**src/rtl/proc_pkg.sv**
```systemverilog
// ----------------------------------------------------------------------------
// proc_pkg
// Shared types and field-layout helpers for param_processor_core and its ALU.
//   cls_e     : instruction class (top two bits of IR)
//   fn_e      : function code of the ALU/move group (IR[3:0])
//   tstep_e   : timestep T0..T3
//   kind_e    : decoded instruction kind, drives the timestep sequence
//   bus_sel_e : source of the shared bus
// Field offsets are functions of DATA_W and REG_SEL_W so every user derives
// them the same way.
// ----------------------------------------------------------------------------
package proc_pkg;

    localparam int CLS_W = 2;
    localparam int FN_W  = 4;

    typedef enum logic [1:0] {
        CLS_ALU  = 2'b00,
        CLS_ILL  = 2'b01,
        CLS_ADDI = 2'b10,
        CLS_SUBI = 2'b11
    } cls_e;

    typedef enum logic [3:0] {
        FN_LD  = 4'd0,
        FN_CP  = 4'd1,
        FN_ADD = 4'd2,
        FN_SUB = 4'd3,
        FN_INV = 4'd4,
        FN_FLP = 4'd5,
        FN_AND = 4'd6,
        FN_OR  = 4'd7,
        FN_XOR = 4'd8,
        FN_LSL = 4'd9,
        FN_LSR = 4'd10,
        FN_ASR = 4'd11
    } fn_e;

    typedef enum logic [1:0] {T0, T1, T2, T3} tstep_e;

    typedef enum logic [2:0] {
        K_LD,       // Rx <= raw_data at T1
        K_CP,       // Rx <= Ry at T1
        K_UNARY,    // G <= op(Ry) at T1, Rx <= G at T2
        K_BINARY,   // A <= Rx, G <= A op Ry, Rx <= G
        K_IMM,      // A <= Rx, G <= A +/- IMM, Rx <= G
        K_ILLEGAL   // retire at T1 with no write
    } kind_e;

    typedef enum logic [1:0] {BUS_RAW, BUS_RY, BUS_G, BUS_IMM} bus_sel_e;

    function automatic int rx_lsb(input int data_w, input int reg_sel_w);
        return data_w - CLS_W - reg_sel_w;
    endfunction

    function automatic int ry_lsb(input int data_w, input int reg_sel_w);
        return data_w - CLS_W - 2 * reg_sel_w;
    endfunction

    // IMM occupies everything below Rx.
    function automatic int imm_w(input int data_w, input int reg_sel_w);
        return data_w - CLS_W - reg_sel_w;
    endfunction

    function automatic kind_e decode_kind(input cls_e cls, input logic [FN_W-1:0] fn);
        kind_e k;
        k = K_ILLEGAL;
        case (cls)
            CLS_ADDI, CLS_SUBI: k = K_IMM;
            CLS_ALU: begin
                case (fn)
                    FN_LD:                      k = K_LD;
                    FN_CP:                      k = K_CP;
                    FN_INV, FN_FLP:             k = K_UNARY;
                    FN_ADD, FN_SUB, FN_AND, FN_OR,
                    FN_XOR, FN_LSL, FN_LSR, FN_ASR: k = K_BINARY;
                    default:                    k = K_ILLEGAL;
                endcase
            end
            default: k = K_ILLEGAL;
        endcase
        return k;
    endfunction

endpackage

```
**src/rtl/param_alu.sv**
```systemverilog
// ----------------------------------------------------------------------------
// param_alu
// Combinational G_next = f(A, bus, class, FN). Serves both the ALU/move group
// and the addi/subi immediate forms (the immediate arrives on the bus).
//   a      in  DATA_W  accumulator A
//   b      in  DATA_W  second operand (shared bus: Ry or zero-extended IMM)
//   cls    in  2       instruction class
//   fn     in  4       function code
//   g_next out DATA_W  value to load into G
// All arithmetic wraps modulo 2^DATA_W; shifts use the full b as the amount.
// ----------------------------------------------------------------------------
module param_alu
    import proc_pkg::*;
#(
    parameter int DATA_W = 10
) (
    input  logic [DATA_W-1:0] a,
    input  logic [DATA_W-1:0] b,
    input  cls_e              cls,
    input  logic [FN_W-1:0]   fn,
    output logic [DATA_W-1:0] g_next
);

    localparam logic [DATA_W-1:0] SHIFT_LIMIT = DATA_W'(DATA_W);

    // Out-of-range amounts are made explicit so the result does not depend on
    // how a given tool treats over-wide shift counts.
    logic shift_overrange;
    assign shift_overrange = (b >= SHIFT_LIMIT);

    // NOTE: every branch of a combinational block must assign its outputs;
    // the default up front guarantees that and prevents an inferred latch.
    always_comb begin
        g_next = '0;
        case (cls)
            CLS_ADDI: g_next = a + b;
            CLS_SUBI: g_next = a - b;
            CLS_ALU: begin
                case (fn)
                    FN_ADD:  g_next = a + b;
                    FN_SUB:  g_next = a - b;
                    FN_INV:  g_next = -b;
                    FN_FLP:  g_next = ~b;
                    FN_AND:  g_next = a & b;
                    FN_OR:   g_next = a | b;
                    FN_XOR:  g_next = a ^ b;
                    FN_LSL:  g_next = shift_overrange ? '0 : (a << b);
                    FN_LSR:  g_next = shift_overrange ? '0 : (a >> b);
                    FN_ASR:  g_next = shift_overrange ? {DATA_W{a[DATA_W-1]}}
                                                      : ($signed(a) >>> b);
                    default: g_next = '0;
                endcase
            end
            default: g_next = '0;
        endcase
    end

endmodule

```
**src/rtl/param_processor_core.sv**
```systemverilog
// ----------------------------------------------------------------------------
// param_processor_core
// Multi-timestep processor: IR, timestep FSM (T0..T3), register file, A, G.
//   CLOCK_50  in   1          clock, rising edge
//   RST       in   1          synchronous active-high reset
//   raw_data  in   DATA_W     instruction / load data
//   step      in   1          single-cycle advance pulse (pre-synchronised)
//   peek_sel  in   REG_SEL_W  register shown on peek_data
//   bus_out   out  DATA_W     shared bus (combinational)
//   timestep  out  2          current timestep
//   busy      out  1          timestep != T0
//   done      out  1          one-cycle pulse after an instruction retires
//   illegal   out  1          last retired instruction was illegal
//   peek_data out  DATA_W     R[peek_sel]
// A fetch at T0 always needs step; later timesteps advance on step, or on
// every clock when AUTO_STEP=1.
// ----------------------------------------------------------------------------
module param_processor_core
    import proc_pkg::*;
#(
    parameter int  DATA_W    = 10,
    parameter int  REG_CNT   = 4,
    parameter bit  AUTO_STEP = 1'b0,
    localparam int REG_SEL_W = $clog2(REG_CNT)
) (
    input  logic                 CLOCK_50,
    input  logic                 RST,
    input  logic [DATA_W-1:0]    raw_data,
    input  logic                 step,
    input  logic [REG_SEL_W-1:0] peek_sel,
    output logic [DATA_W-1:0]    bus_out,
    output logic [1:0]           timestep,
    output logic                 busy,
    output logic                 done,
    output logic                 illegal,
    output logic [DATA_W-1:0]    peek_data
);

    localparam int RX_LSB = rx_lsb(DATA_W, REG_SEL_W);
    localparam int RY_LSB = ry_lsb(DATA_W, REG_SEL_W);
    localparam int IMM_W  = imm_w(DATA_W, REG_SEL_W);

    tstep_e            ts, ts_next;
    logic [DATA_W-1:0] ir;
    logic [DATA_W-1:0] reg_a;
    logic [DATA_W-1:0] reg_g;
    logic [DATA_W-1:0] regs [REG_CNT];
    logic [DATA_W-1:0] g_next;

    // Instruction fields
    cls_e                 cls;
    logic [REG_SEL_W-1:0] rx;
    logic [REG_SEL_W-1:0] ry;
    logic [FN_W-1:0]      fn;
    logic [IMM_W-1:0]     imm;
    kind_e                kind;

    assign cls  = cls_e'(ir[DATA_W-1 -: CLS_W]);
    assign rx   = ir[RX_LSB +: REG_SEL_W];
    assign ry   = ir[RY_LSB +: REG_SEL_W];
    assign fn   = ir[FN_W-1:0];
    assign imm  = ir[IMM_W-1:0];
    assign kind = decode_kind(cls, fn);

    // Control strobes from the FSM
    logic     advance;
    logic     ld_ir, ld_a, ld_g, wr_rx, retire, flag_ill;
    bus_sel_e bus_sel;

    assign advance = step | AUTO_STEP;

    // State register
    always_ff @(posedge CLOCK_50) begin
        if (RST) ts <= T0;
        else     ts <= ts_next;
    end

    // Next state and per-timestep control. The final timestep of every
    // sequence returns to T0, so a step there can never also fetch.
    always_comb begin
        ts_next  = ts;
        ld_ir    = 1'b0;
        ld_a     = 1'b0;
        ld_g     = 1'b0;
        wr_rx    = 1'b0;
        retire   = 1'b0;
        flag_ill = 1'b0;
        bus_sel  = BUS_RAW;
        case (ts)
            T0: begin
                if (step) begin
                    ld_ir   = 1'b1;
                    ts_next = T1;
                end
            end
            T1: begin
                case (kind)
                    K_LD: begin
                        if (advance) begin
                            wr_rx  = 1'b1;
                            retire = 1'b1;
                        end
                    end
                    K_CP: begin
                        bus_sel = BUS_RY;
                        if (advance) begin
                            wr_rx  = 1'b1;
                            retire = 1'b1;
                        end
                    end
                    K_UNARY: begin
                        bus_sel = BUS_RY;
                        if (advance) begin
                            ld_g    = 1'b1;
                            ts_next = T2;
                        end
                    end
                    K_BINARY, K_IMM: begin
                        if (advance) begin
                            ld_a    = 1'b1;
                            ts_next = T2;
                        end
                    end
                    default: begin
                        if (advance) begin
                            retire   = 1'b1;
                            flag_ill = 1'b1;
                        end
                    end
                endcase
            end
            T2: begin
                case (kind)
                    K_UNARY: begin
                        bus_sel = BUS_G;
                        if (advance) begin
                            wr_rx  = 1'b1;
                            retire = 1'b1;
                        end
                    end
                    K_BINARY: begin
                        bus_sel = BUS_RY;
                        if (advance) begin
                            ld_g    = 1'b1;
                            ts_next = T3;
                        end
                    end
                    K_IMM: begin
                        bus_sel = BUS_IMM;
                        if (advance) begin
                            ld_g    = 1'b1;
                            ts_next = T3;
                        end
                    end
                    default: ts_next = T0;  // other kinds never reach T2
                endcase
            end
            T3: begin
                bus_sel = BUS_G;
                if (advance) begin
                    wr_rx  = 1'b1;
                    retire = 1'b1;
                end
            end
            default: ts_next = T0;
        endcase
        if (retire) ts_next = T0;
    end

    // Shared bus. Register writes and the ALU's second operand both take it.
    always_comb begin
        bus_out = raw_data;
        case (bus_sel)
            BUS_RY:  bus_out = regs[ry];
            BUS_G:   bus_out = reg_g;
            BUS_IMM: bus_out = {{(DATA_W-IMM_W){1'b0}}, imm};
            default: bus_out = raw_data;
        endcase
    end

    param_alu #(
        .DATA_W (DATA_W)
    ) u_alu (
        .a      (reg_a),
        .b      (bus_out),
        .cls    (cls),
        .fn     (fn),
        .g_next (g_next)
    );

    // NOTE: sequential state uses non-blocking assignments so every register
    // samples pre-edge values; that is what makes Rx == Ry read the old Rx.
    // NOTE: the register file is cleared on reset, so it is built from flops
    // rather than a RAM macro, which could not be reset in one cycle.
    always_ff @(posedge CLOCK_50) begin
        if (RST) begin
            ir      <= '0;
            reg_a   <= '0;
            reg_g   <= '0;
            done    <= 1'b0;
            illegal <= 1'b0;
            for (int i = 0; i < REG_CNT; i++) regs[i] <= '0;
        end else begin
            done <= retire;
            if (ld_ir) begin
                ir      <= raw_data;
                illegal <= 1'b0;
            end
            if (flag_ill) illegal <= 1'b1;
            if (ld_a)     reg_a   <= regs[rx];
            if (ld_g)     reg_g   <= g_next;
            if (wr_rx)    regs[rx] <= bus_out;
        end
    end

    assign timestep  = ts;
    assign busy      = (ts != T0);
    assign peek_data = regs[peek_sel];

endmodule
```
**config.mk**
```make
export PLATFORM = sky130hd
export DESIGN_NAME = param_processor_core
export DESIGN_NICKNAME = d
export VERILOG_FILES = /design/src/rtl/proc_pkg.sv /design/src/rtl/param_alu.sv /design/src/rtl/param_processor_core.sv
export SDC_FILE = /design/constraint.sdc
export NUM_CORES = 1
export LEC_CHECK = 0
export ABC_AREA = 1
export CAP_MARGIN = 0
export CELL_PAD_IN_SITES_DETAIL_PLACEMENT = 1
export CELL_PAD_IN_SITES_GLOBAL_PLACEMENT = 1
export CORE_ASPECT_RATIO = 0.5
export CORE_MARGIN = 2
export CORE_UTILIZATION = 40
export DETAILED_ROUTE_END_ITERATION = 12
export PLACE_DENSITY = 0.89
export SKIP_CTS_REPAIR_TIMING = 1
export SYNTH_ARGS = -nofsm -noshare
export SYNTH_HDL_FRONTEND = slang
export SYNTH_SLANG_ARGS = --single-unit
```
**constraint.sdc**
```tcl
create_clock -name CLOCK_50 -period 4.3 [get_ports CLOCK_50]
set_clock_uncertainty 0.2 [all_clocks]
set_input_delay 0.645 -clock CLOCK_50 [delete_from_list [all_inputs] [get_ports CLOCK_50]]
set_output_delay 0.645 -clock CLOCK_50 [all_outputs]
set_load 0.02 [all_outputs]
```
### Word-level counts from Yosys, hierarchy flattened

Memories as Yosys holds them, arrays and structs flattened. A register that Yosys moved wholly into a read port is not among the register bits.
Index checks and enable logic that the tools add are counted.
Widths: inputs -> output; s select.

* output and inout bits: 25
* bits in read-only memories: 48
* input bits: 15
* logic and storage cells: 102
* register bits: 24
* memories kept: 2
* memory bits (writable): 40

Memory list
* (no name shown): depth 16, bits a word 3, read ports 1, clocked after Yosys merged registers in 1, wr ports 0, line proc_pkg.sv:71 `case (fn)`
* regs: depth 4, bits a word 10, read ports 3, clocked after Yosys merged registers in 2, wr ports 4, line param_processor_core.sv:47 `logic [DATA_W-1:0] regs [REG_CNT];`

* shift operators: 3
* $lt $le $gt $ge: 1
* reduce and logical (&&, ||, !) cells: 15
* multiplexer cells: 42
* bitwise operators: 4
* $add $sub $neg: 3
* equal/unequal tests: 27

Operators with widths (count)
* $pmux 10 s10: 1
* $pmux 10 s3: 2
* $mux 10: 4
* $mux 1: 18
* $pmux 2 s3: 3
* $eq 4x3->1 const B: 4
* $eq 4x4->1 const B: 4
* $mux 2: 7
* $eq 2x2->1 const B: 6
* $add 10x10->10: 1
* $and 10x10->10: 1
* $ge 10x4->1 const B: 1
* $neg 10->10: 1
* $not 10->10: 1
* $or 10x10->10: 1
* $reduce_or 10->1: 1
* $reduce_or 2->1: 5
* $shl 10x10->10: 1
* $shr 10x10->10: 1
* $sshr 10x10->10: 1
* $sub 10x10->10: 1
* $xor 10x10->10: 1
* $eq 4x2->1 const B: 2
* $mux 4: 2
* 17 further kinds: 25

### Logic depth before layout (Yosys ltp)

Gate-level depths: netlist (run 1).

* depth in word-level cells: 13
* mapped depth: 36
* mapped depth without buffers: 34

### Hierarchy

Synthesis (run 1) repeated with hierarchy kept, for this count alone.

* cell total of the unflattened synthesis: 1132
* area, all modules: 7307.0 um^2

By module, submodules not included
* param_processor_core: area each 4376.7 um^2, seq. area each 1981.9 um^2, times used 1, cells an instance 561
* param_alu: area each 2930.3 um^2, seq. area each 0.0 um^2, times used 1, cells an instance 571

### Worst setup path before layout (run 1)

OpenSTA, ideal clock, no wires.

* path kind: flip-flop to flip-flop
* start: register ts[0] (netlist: timestep[0])
* end: register reg_g[8]
* period minus slack after synthesis: 4522 ps
* slack: -222 ps
* required time: 3966 ps
* stages on the path, launching flop included: 29
* data arrival time: 4188 ps
* path buffers: 3
* library setup time: 134 ps
* cell sequence: dfxtp_1 > inv_1 > ha_1 > nand4_1 > nand3_2 > nand2_2 > buf_6 > nor2_2 > nand2_1 > nand4_2 > inv_1 > buf_2 > ha_1 > clkbuf_1 > o31ai_1 > a21oi_1 > o21ai_0 > a21oi_1 > nor2_1 > nor2_1 > xor2_1 > o21a_1 > nand2_1 > a21oi_1 > nand2_1 > nand2_1 > nand2_1 > nand2_1 > a21oi_1

* longest elaborated chain between the ends: 8
* elaborated cells between the ends (all ways): 25
* classes of those cells: add/sub: 3; order compare: 1; eq/ne: 6; shift: 3; mux: 8; bitwise: 4

RTL lines
* start, declared: line param_processor_core.sv:43 `tstep_e ts, ts_next;`
* start signal, assigned: line param_processor_core.sv:75 `else ts <= ts_next;`
* $eq 2x2->1 or $eq 2x1->1 (tied branches): line param_processor_core.sv:89 `case (ts)`
* $pmux 2 s3 *: line param_processor_core.sv:89
* $eq 2x2->1 or $eq 2x1->1 (tied branches): line param_processor_core.sv:173 `case (bus_sel)`
* $pmux 10 s3 *: line param_processor_core.sv:173
* named net bus_out[3]: line param_processor_core.sv:31 `output logic [DATA_W-1:0] bus_out,`
* $ge 10x4->1 (tied with other cells): line param_alu.sv:29 `assign shift_overrange = (b >= SHIFT_LIMIT);`
* $mux 10, on equally long branches: line param_alu.sv:49, param_alu.sv:47, param_alu.sv:48
* $pmux 10 s10: line param_alu.sv:39 `case (fn)`
* $pmux 10 s3 *: line param_alu.sv:35 `case (cls)`
* end signal, assigned: line param_processor_core.sv:211 `if (ld_g) reg_g <= g_next;`
* end, declared: line param_processor_core.sv:46 `logic [DATA_W-1:0] reg_g;`

The timed path passes the listed nets; every way through them passes the cells marked *.
A chain may end at the register's enable or synchronous reset.

==> results.yml, run 1 <==
outcome:
  status: "finished, violations left"
  violations: "negative setup slack"
drt:
  first_iter_violations: 1329
  antenna_left: 0
  drc: 0
  dr.pass1.iters: 5
  route.vias.total: 9220
  routedWlPerCell_um: 27.2
  wirelength_um: 38500
  vias_per_cell: 6.51
layout:
  final_area_mm2: 0.00928
  multiInputGateArea_mm2: 0.00494
  final_cell_mix: "205 x nand2_1, 138 x nor2_1, 103 x inv_1"
  drive_gt1_share_pct: 22.3
  area_growth_pct: 31.5
  num_antenna_cells: 0
  fillCellCount: 2168
  layout.nets: 1235
  final_util_pct: 53.6
  seqCellArea_mm2: 0.00200
  layout_commonest_cell: "nand2_1"
hold_path:
  hold_path_class: "reg2reg"
  hold_depth: 2
floorplanning:
  fp-row-count: 34
  die_h_um: 97.9
  die_x_um: 192
  dieArea_mm2: 0.0188
  ios: 40
  core_area_mm2: 0.0173
  start_util_pct: 40.7
power_and_ir_drop:
  pwr-share-clk_pct: 15.6
  pwr-share-seq_pct: 18.3
  power.total_mw: 5.63
  switchingPower_mw: 2.93
  p_per_area_mw_per_mm2: 607
  vdd_drop_max_mv: 0.237
  switching_share_pct: 52.1
  p_comb_share_pct: 66.1
  power.static_leakage_nw: 4.03
  intPower_mw: 2.70
critical_path:
  required_ps: 4330
  reg2regPathDepth: 22
  crit_path_end: "reg_g[6]$_SDFFE_PP0P_"
  r2r-end: "reg_g[6]$_SDFFE_PP0P_"
  crit_type: "reg2reg"
  arrival_ps: 5140
  r2r_setup_slack_ps: -810
  startpoint_type: "flip-flop"
  cp-end-kind: "flip-flop"
  cp_max_fo: 18
grt:
  grt_usage_pct: 34.1
  grt_pass1_wl_um: 49200
  grt_max_degree: 25
  overflow: 0
  antenna_found_initial: 1
  grt_pass1_vias: 8520
timing:
  fmax_mhz: 196
  worst_slack_ps: -807
  fin_crit_sh_pct: 119
  worst_pin_slew_ps: 1030
  rsz0062_at_grt: "true"
  final_hold_viol_count: 0
  slew_headroom_pct: 31.0
  setup_viol: 11
  finalMaxSlewViolations: 0
  tns_ps: -5460
  hold_ws_ps: 306
  fin_crit_ps: 5110
synth:
  synth_area_leaders: "edfxtp_1 17%, nand2_1 12%, dfxtp_1 11%, nor2_1 7.6%, ha_1 7.3%"
  synth_nets: 1118
  netlist_instances: 1060
  synth_area_per_cell_um2: 6.65
  yosys_register_bits: 79
  synth_ff_type: "edfxtp_1"
  synthArstFlopShare_pct: 0
  synth.distinct_cells: 51
  synth_area_leader_cell: "edfxtp_1"
  synth_area_mm2: 0.00705
  yosys_warnings: 0
  synth_top_area_share_pct: 17.0
  yosysSeqAreaShare_pct: 28.1
  synth_edf_count: 40
placed_design:
  io_buffer_count: 39
  hpwl_um: 23400
  place_congestion: 1.00
  postPlaceCellArea_mm2: 0.00815
clock_tree:
  cts_tree: "built"
  clk_pin_slew_ps: 70
  insertion_delay_ps: 350
  htreeDepth: 3
  numCtsBuffers: 9
  clock_path_buffers: 2
  clock-sinks: 79
  root_buffer: "clkbuf_16"
job:
  maxCapViolCount: 0
[worst min-delay path by stage]
| stage | start | endpoint | slack [ps] |
|---|---|---|---|
| after detailed placement | reg_g[4]$_SDFFE_PP0P_ | reg_g[4]$_SDFFE_PP0P_ | 270 |
| after global routing | reg_g[1]$_SDFFE_PP0P_ | reg_g[1]$_SDFFE_PP0P_ | 330 |
| after CTS | reg_g[3]$_SDFFE_PP0P_ | reg_g[3]$_SDFFE_PP0P_ | 290 |
| after global placement | reg_g[4]$_SDFFE_PP0P_ | reg_g[4]$_SDFFE_PP0P_ | 260 |
| final | reg_g[4]$_SDFFE_PP0P_ | reg_g[4]$_SDFFE_PP0P_ | 310 |
| after floorplan | reg_g[4]$_SDFFE_PP0P_ | reg_g[4]$_SDFFE_PP0P_ | 240 |
[metrics by stage]
| stage | cells | setup slack (ps) |
|---|---|---|
| 6_report | 1416 | -807 |
| 5_1_grt | 1416 | -894 |
| 4_1_cts | 1387 | -374 |
| 3_5_place_dp | 1371 | -250 |
| 3_3_place_gp | 1371 | -99.0 |
| 2_1_floorplan | 1060 | 29.9 |
[routing by layer]
layer | GRT usage (%) | wire [um] | up-vias
met5 | 0 | 13 | -
met4 | 14.0 | 2560 | 2
met3 | 7.84 | 4870 | 225
met2 | 54.0 | 16600 | 772
met1 | 44.7 | 14400 | 4425
li1 | - | - | 3796
[critical path, stage by stage, from the launching register on]
cell and delay, ps:
dfxtp_2 390, inv_1 90, buf_4 210, o21ai_0 610
o22ai_1 420, o21ai_2 290, nand3_2 170, nand2_4 120
inv_4 60, ha_4 170, fa_2 410, o31ai_4 290
a21oi_2 110, o21ai_2 210, xor2_2 200, nor2_1 90
a211oi_2 210, and3_1 190, nand3_1 150, nand2_1 100
nand2_1 120, nand2_1 90, a21oi_1 80
[state kept, by name (all words and copies together), names as in the netlist, named ones only]
| register | count |
|---|---|
| regs | 40 |
| ir | 10 |
| reg_a | 10 |
| reg_g | 10 |
| timestep | 2 |
| done | 1 |
| illegal | 1 |
[Yosys cell counts (all sizes together) (5+ instances only)]
master / count
ha: 41
xor2: 13
a211oi: 5
o31ai: 5
clkinv: 7
o211ai: 13
nand2: 234
inv: 120
edfxtp: 40
nor2: 157
dfxtp: 39
nand3: 86
nand4: 23
o21ai: 99
o221ai: 6
clkbuf: 27
o22ai: 27
buf: 14
a21oi: 71
nor3: 7
[cells by family after synthesis]
kind of cell / share of synthesized area [%]
flip-flops: 28.1
AO/OA/AOI/OAI: 19.3
adder cells (fa/ha/maj): 7.84
buffers and inverters: 9.58
XOR/XNOR: 1.86
AND/OR/NAND/NOR: 33.3
[power by group through the flow]
stage | Clock, mW | Sequential [mW] | Combinational (mW)
2_1_floorplan | 0 | 0.969 | 1.73
3_3_place_gp | 0 | 0.992 | 2.76
3_5_place_dp | 0 | 0.997 | 2.85
4_1_cts | 0.847 | 0.983 | 2.89
5_1_grt | 0.896 | 1.03 | 3.88
6_report | 0.880 | 1.03 | 3.72
[cell type report]
cell class	instances	share of cell area (%)
Tap cell	234	3.16
Clock inverter	7	1.09
Inverter	127	5.27
Timing Repair Buffer	146	13.2
Sequential cell	79	21.5
Clock buffer	9	2.43
Multi-Input combinational cell	814	53.3
Power figures use the tool's default switching activity.
==> run 2, diff against run 1 <==
--- a/config.mk
+++ b/config.mk
@@ -15,6 +15,7 @@
 export DETAILED_ROUTE_END_ITERATION = 12
 export PLACE_DENSITY = 0.89
 export SKIP_CTS_REPAIR_TIMING = 1
+export SKIP_LAST_GASP = 1
 export SYNTH_ARGS = -nofsm -noshare
 export SYNTH_HDL_FRONTEND = slang
 export SYNTH_SLANG_ARGS = --single-unit
==> run 2 against run 1 <==
  * Non-clock buffer count unchanged
  * Largest cell class unchanged
  * The run still ends with negative setup slack left
  * Clock-buffer cell count unchanged
  * Total power decreased by 0.16%
  * Highest routed layer unchanged
==> results.yml, run 2 (synthesis gave the netlist of run 1 again) <==
outcome:
  status: "finished, violations left"
  violations: "negative setup slack"
grt:
  grt_pass1_vias: 8520
  overflow: 0
  grt_pass1_wl_um: 49200
  antenna_found_initial: 2
  grt_max_degree: 25
  grt_usage_pct: 34.1
placed_design:
  place_congestion: 1.00
  io_buffer_count: 39
  hpwl_um: 23400
  dp_cells: 1371
layout:
  regMostFlops: "regs"
  layout_commonest_cell: "nand2_1"
  area_growth_pct: 31.5
  fin_cells: 1416
  layout.nets: 1235
  final_util_pct: 53.5
  num_antenna_cells: 0
  drive_gt1_share_pct: 22.0
  multiInputGateArea_mm2: 0.00494
  largest_reg_flops: 40
  seqCellArea_mm2: 0.00199
  final_cell_mix: "206 x nand2_1, 138 x nor2_1, 104 x inv_1"
  fillCellCount: 2206
job:
  maxCapViolCount: 0
clock_tree:
  cts_tree: "built"
  clock-sinks: 79
  htreeDepth: 3
  insertion_delay_ps: 370
  numCtsBuffers: 9
  clock_path_buffers: 2
  root_buffer: "clkbuf_16"
  clk_pin_slew_ps: 70
timing:
  finalMaxSlewViolations: 0
  fin_crit_sh_pct: 109
  worst_pin_slew_ps: 1070
  setup_viol: 10
  rsz0062_at_grt: "true"
  worst_slack_ps: -404
  fmax_mhz: 213
  fin_crit_ps: 4700
  hold_ws_ps: 310
  slew_headroom_pct: 28.6
  final_hold_viol_count: 0
drt:
  vias_per_cell: 6.56
  wirelength_um: 38200
  antenna_left: 0
  drc: 0
  route.vias.total: 9296
  first_iter_violations: 1270
  dr.pass1.iters: 7
  routedWlPerCell_um: 27.0
floorplanning:
  ios: 40
  start_util_pct: 40.7
  dieArea_mm2: 0.0188
  core_area_mm2: 0.0173
  fp-row-count: 34
  die_x_um: 192
  die_h_um: 97.9
critical_path:
  required_ps: 4350
  arrival_ps: 4750
  cp_max_fo: 7
  crit_type: "reg2reg"
  cp-end-kind: "flip-flop"
  startpoint_type: "flip-flop"
hold_path:
  hold_path_class: "reg2reg"
power_and_ir_drop:
  p_per_area_mw_per_mm2: 607
  vdd_drop_max_mv: 0.244
  power.static_leakage_nw: 4.03
  power.total_mw: 5.62
-- run 2: cell types whose count changed in the layout (fill, tap and decap cells not counted) --
cell and change:
inv_1 +1, ha_2 -1, ha_1 +1, nand2_1 +1, dfxtp_1 +1, dfxtp_2 -1, nand2_2 -1, inv_2 -1
-- run 2: per-stage QoR --
stage / area [um^2] / setup WS, ps / TNS, ps
after global placement: 8150 / -99.0 / -99.0
final: 9270 / -404 / -2190
after floorplan: 7070 / 29.9 / 0
after detailed placement: 8150 / -250 / -577
after CTS: 8470 / -374 / -1520
after global routing: 9270 / -542 / -3770
-- run 2: area by class of cell --
type | count | share of cell area [%]
flip-flops and latches | 79 | 21.5
repair buffers | 146 | 13.3
clock buffers | 9 | 2.43
clock inverters | 7 | 1.09
well taps | 234 | 3.16
multi-input cells | 814 | 53.3
inverters | 127 | 5.28
-- run 2: final timing paths --
path | start | endpoint | slack [ps] | depth (start not counted)
setup / recovery | ir[8]$_SDFFE_PP0P_ | reg_g[6]$_SDFFE_PP0P_ | -400 | 25
hold / removal | reg_g[3]$_SDFFE_PP0P_ | reg_g[3]$_SDFFE_PP0P_ | 310 | 2
setup reg to reg | ir[8]$_SDFFE_PP0P_ | reg_g[6]$_SDFFE_PP0P_ | -400 | 25
hold reg to reg | reg_g[3]$_SDFFE_PP0P_ | reg_g[3]$_SDFFE_PP0P_ | 310 | 2
-- run 2: routing by layer --
layer / vias up / GRT usage [%] / wire length, um
met2: 791 / 54.0 / 16600
li1: 3792 / - / -
met1: 4446 / 44.7 / 14200
met5: - / 0 / 13
met4: 2 / 14.0 / 2810
met3: 265 / 7.84 / 4640
-- run 2: worst max-delay path, cell delays in order (launching register included) --
cell and delay, ps:
dfxtp_4 420, nor2_4 50, nor2_4 240, buf_4 180, nor2_4 50, nand2_2 180, nand3_4 180, nand2_8 170
nand2_8 90, or2_4 240, nand2_4 90, inv_4 50, ha_4 170, fa_2 410, o31ai_4 290, a21oi_2 110
o21ai_2 220, xor2_2 220, nor2_1 100, a211oi_2 210, and3_1 190, nand3_1 140, nand2_1 90, nand2_1 130
nand2_1 90, a21oi_1 70
-- run 2: power by group --
group | internal [mW] | switching, mW
logic | 1.30 | 2.41
registers | 0.885 | 0.138
clock network | 0.515 | 0.375
total | 2.70 | 2.92
==> run 3, diff against run 2 <==
--- a/config.mk
+++ b/config.mk
@@ -11,11 +11,12 @@
 export CELL_PAD_IN_SITES_GLOBAL_PLACEMENT = 1
 export CORE_ASPECT_RATIO = 0.5
 export CORE_MARGIN = 2
-export CORE_UTILIZATION = 40
+export CORE_UTILIZATION = 44
 export DETAILED_ROUTE_END_ITERATION = 12
-export PLACE_DENSITY = 0.89
+export PLACE_DENSITY = 0.92
 export SKIP_CTS_REPAIR_TIMING = 1
 export SKIP_LAST_GASP = 1
 export SYNTH_ARGS = -nofsm -noshare
 export SYNTH_HDL_FRONTEND = slang
 export SYNTH_SLANG_ARGS = --single-unit
+export TNS_END_PERCENT = 10
==> constraint.sdc (replaced) <==
create_clock -name CLOCK_50 -period 4.4 [get_ports CLOCK_50]
set_clock_uncertainty 0.2 [all_clocks]
set_input_delay 0.66 -clock CLOCK_50 [delete_from_list [all_inputs] [get_ports CLOCK_50]]
set_output_delay 0.66 -clock CLOCK_50 [all_outputs]
set_load 0.02 [all_outputs]
==> run 3 against run 2 <==
  * The flow still finishes with violations (negative setup slack)
  * Design area shrank 5.4%
  * Final cell count shrank 4.7%
  * Largest power group unchanged
  * Sequential share of layout area is 1.2 points higher
  * Critical path depth rose by 5
  * Critical endpoint is now reg_g[9]$_SDFFE_PP0P_
  * Highest routed layer unchanged
  * Register-to-register slack better by 250 ps
==> results.yml, run 3 (synthesis gave the netlist of run 1 again) <==
layout:
  drive_gt1_share_pct: 17.7
  fillCellCount: 2007
  area_growth_pct: 24.4
  layout.nets: 1199
  multiInputGateArea_mm2: 0.00477
  layout_commonest_cell: "nand2_1"
  fin_cells: 1350
  final_cell_mix: "210 x nand2_1, 138 x nor2_1, 103 x inv_1"
  num_antenna_cells: 0
  final_util_pct: 56.5
  largest_reg_flops: 40
  regMostFlops: "regs"
  seqCellArea_mm2: 0.00199
power_and_ir_drop:
  power.static_leakage_nw: 3.80
  p_per_area_mw_per_mm2: 596
  vdd_drop_max_mv: 0.232
grt:
  overflow: 0
  antenna_found_initial: 2
  grt_max_degree: 25
  grt_usage_pct: 38.9
  grt_pass1_wl_um: 50200
  grt_pass1_vias: 8502
clock_tree:
  clk_pin_slew_ps: 90
  htreeDepth: 3
  clock_path_buffers: 2
  insertion_delay_ps: 380
  cts_tree: "built"
  root_buffer: "clkbuf_16"
  clock-sinks: 79
  numCtsBuffers: 9
timing:
  final_hold_viol_count: 0
  hold_ws_ps: 313
  worst_slack_ps: -157
  fin_crit_ps: 4560
  worst_pin_slew_ps: 911
  setup_viol: 5
  tns_ps: -545
  finalMaxSlewViolations: 0
  slew_headroom_pct: 39.2
  fin_crit_sh_pct: 104
  fmax_mhz: 219
  rsz0062_at_grt: "true"
drt:
  route.vias.total: 9259
  antenna_left: 0
  drc: 0
  wirelength_um: 38200
  first_iter_violations: 1478
  routedWlPerCell_um: 28.3
  dr.pass1.iters: 6
  vias_per_cell: 6.86
floorplanning:
  core_area_mm2: 0.0155
  die_h_um: 93.5
  start_util_pct: 45.4
  die_x_um: 183
  fp-row-count: 32
  dieArea_mm2: 0.0171
  ios: 40
critical_path:
  startpoint_type: "flip-flop"
  r2r-end: "reg_g[9]$_SDFFE_PP0P_"
  crit_type: "reg2reg"
  cpPeakStageDelay_ps: 420
  cp-end-kind: "flip-flop"
  cp_max_fo: 6
  arrival_ps: 4600
  critPathMostFrequentCell: "nand2_1"
  timing.rr.start: "ir[9]$_SDFFE_PP0P_"
  reg2regPathDepth: 30
  required_ps: 4450
  r2r_setup_slack_ps: -160
  cpMaxStageDelayCell: "ha_2"
placed_design:
  place_congestion: 1.03
  io_buffer_count: 39
  hpwl_um: 23300
  dp_cells: 1310
outcome:
  violations: "negative setup slack"
  status: "finished, violations left"
hold_path:
  hold_path_class: "reg2reg"
  hold_depth: 2
  min_to: "reg_g[3]$_SDFFE_PP0P_"
  min-delay-start: "reg_g[3]$_SDFFE_PP0P_"
job:
  maxCapViolCount: 0
-- run 3: changes by cell type in the layout (fill, tap and decap cells not counted), sizes merged --
cell    delta
nand2      +1
clkinv     +2
buf       -37
inv        -2
-- run 3: worst max-delay path: cells and delay by family, from the launching register on --
family / cells / cell delay [ps]
and+or+nand+nor: 21 / 2420
AOI/OAI and AO/OA: 5 / 620
adders and majority gates: 1 / 420
DFF: 1 / 380
xor gates and xnor gates: 1 / 210
buffers and inverters: 2 / 160
-- run 3: area by class of cell --
cell class	instances	area share [%]
Multi-Input combinational cell	815	54.4
Inverter	127	5.56
Sequential cell	79	22.7
Clock inverter	7	1.20
Tap cell	204	2.91
Timing Repair Buffer	109	10.6
Clock buffer	9	2.57
-- run 3: through the flow --
stage	setup WS [ps]	cell area [um^2]	power, mW
finish	-157	8770	5.23
global route	-345	8770	5.39
CTS	-311	8200	4.50
detailed placement	-223	7870	3.63
global placement	98.2	7870	3.52
floorplan	13.6	7060	2.63
-- run 3: metal layers --
| metal | global-route usage [%] | wire, um | vias up |
|---|---|---|---|
| met5 | 0 | 9 | - |
| met4 | 18.3 | 2770 | 2 |
| met3 | 9.74 | 5480 | 281 |
| met2 | 61.0 | 16000 | 874 |
| met1 | 50.4 | 14000 | 4374 |
| li1 | - | - | 3728 |
-- run 3: how the worst max path moves through the flow --
| stage | startpoint | to | slack, ps | cells after the start |
|---|---|---|---|---|
| 3_3_place_gp | ir[9]$_SDFFE_PP0P_ | reg_g[7]$_SDFFE_PP0P_ | 100 | 32 |
| 2_1_floorplan | timestep[1]$_SDFFE_PP0P_ | reg_g[8]$_SDFFE_PP0P_ | 10 | 29 |
| 3_5_place_dp | ir[9]$_SDFFE_PP0P_ | reg_g[8]$_SDFFE_PP0P_ | -220 | 28 |
| 6_report | ir[9]$_SDFFE_PP0P_ | reg_g[9]$_SDFFE_PP0P_ | -160 | 30 |
| 5_1_grt | ir[8]$_SDFFE_PP0P_ | reg_g[9]$_SDFFE_PP0P_ | -340 | 30 |
| 4_1_cts | ir[9]$_SDFFE_PP0P_ | reg_g[8]$_SDFFE_PP0P_ | -310 | 29 |
-- run 3: power breakdown --
part	leakage [nW]	switching [mW]	total (mW)	internal, mW
sequential	0.733	0.156	1.02	0.862
combinational	2.91	2.24	3.32	1.08
clock	0.158	0.380	0.887	0.506
total	3.80	2.78	5.23	2.45
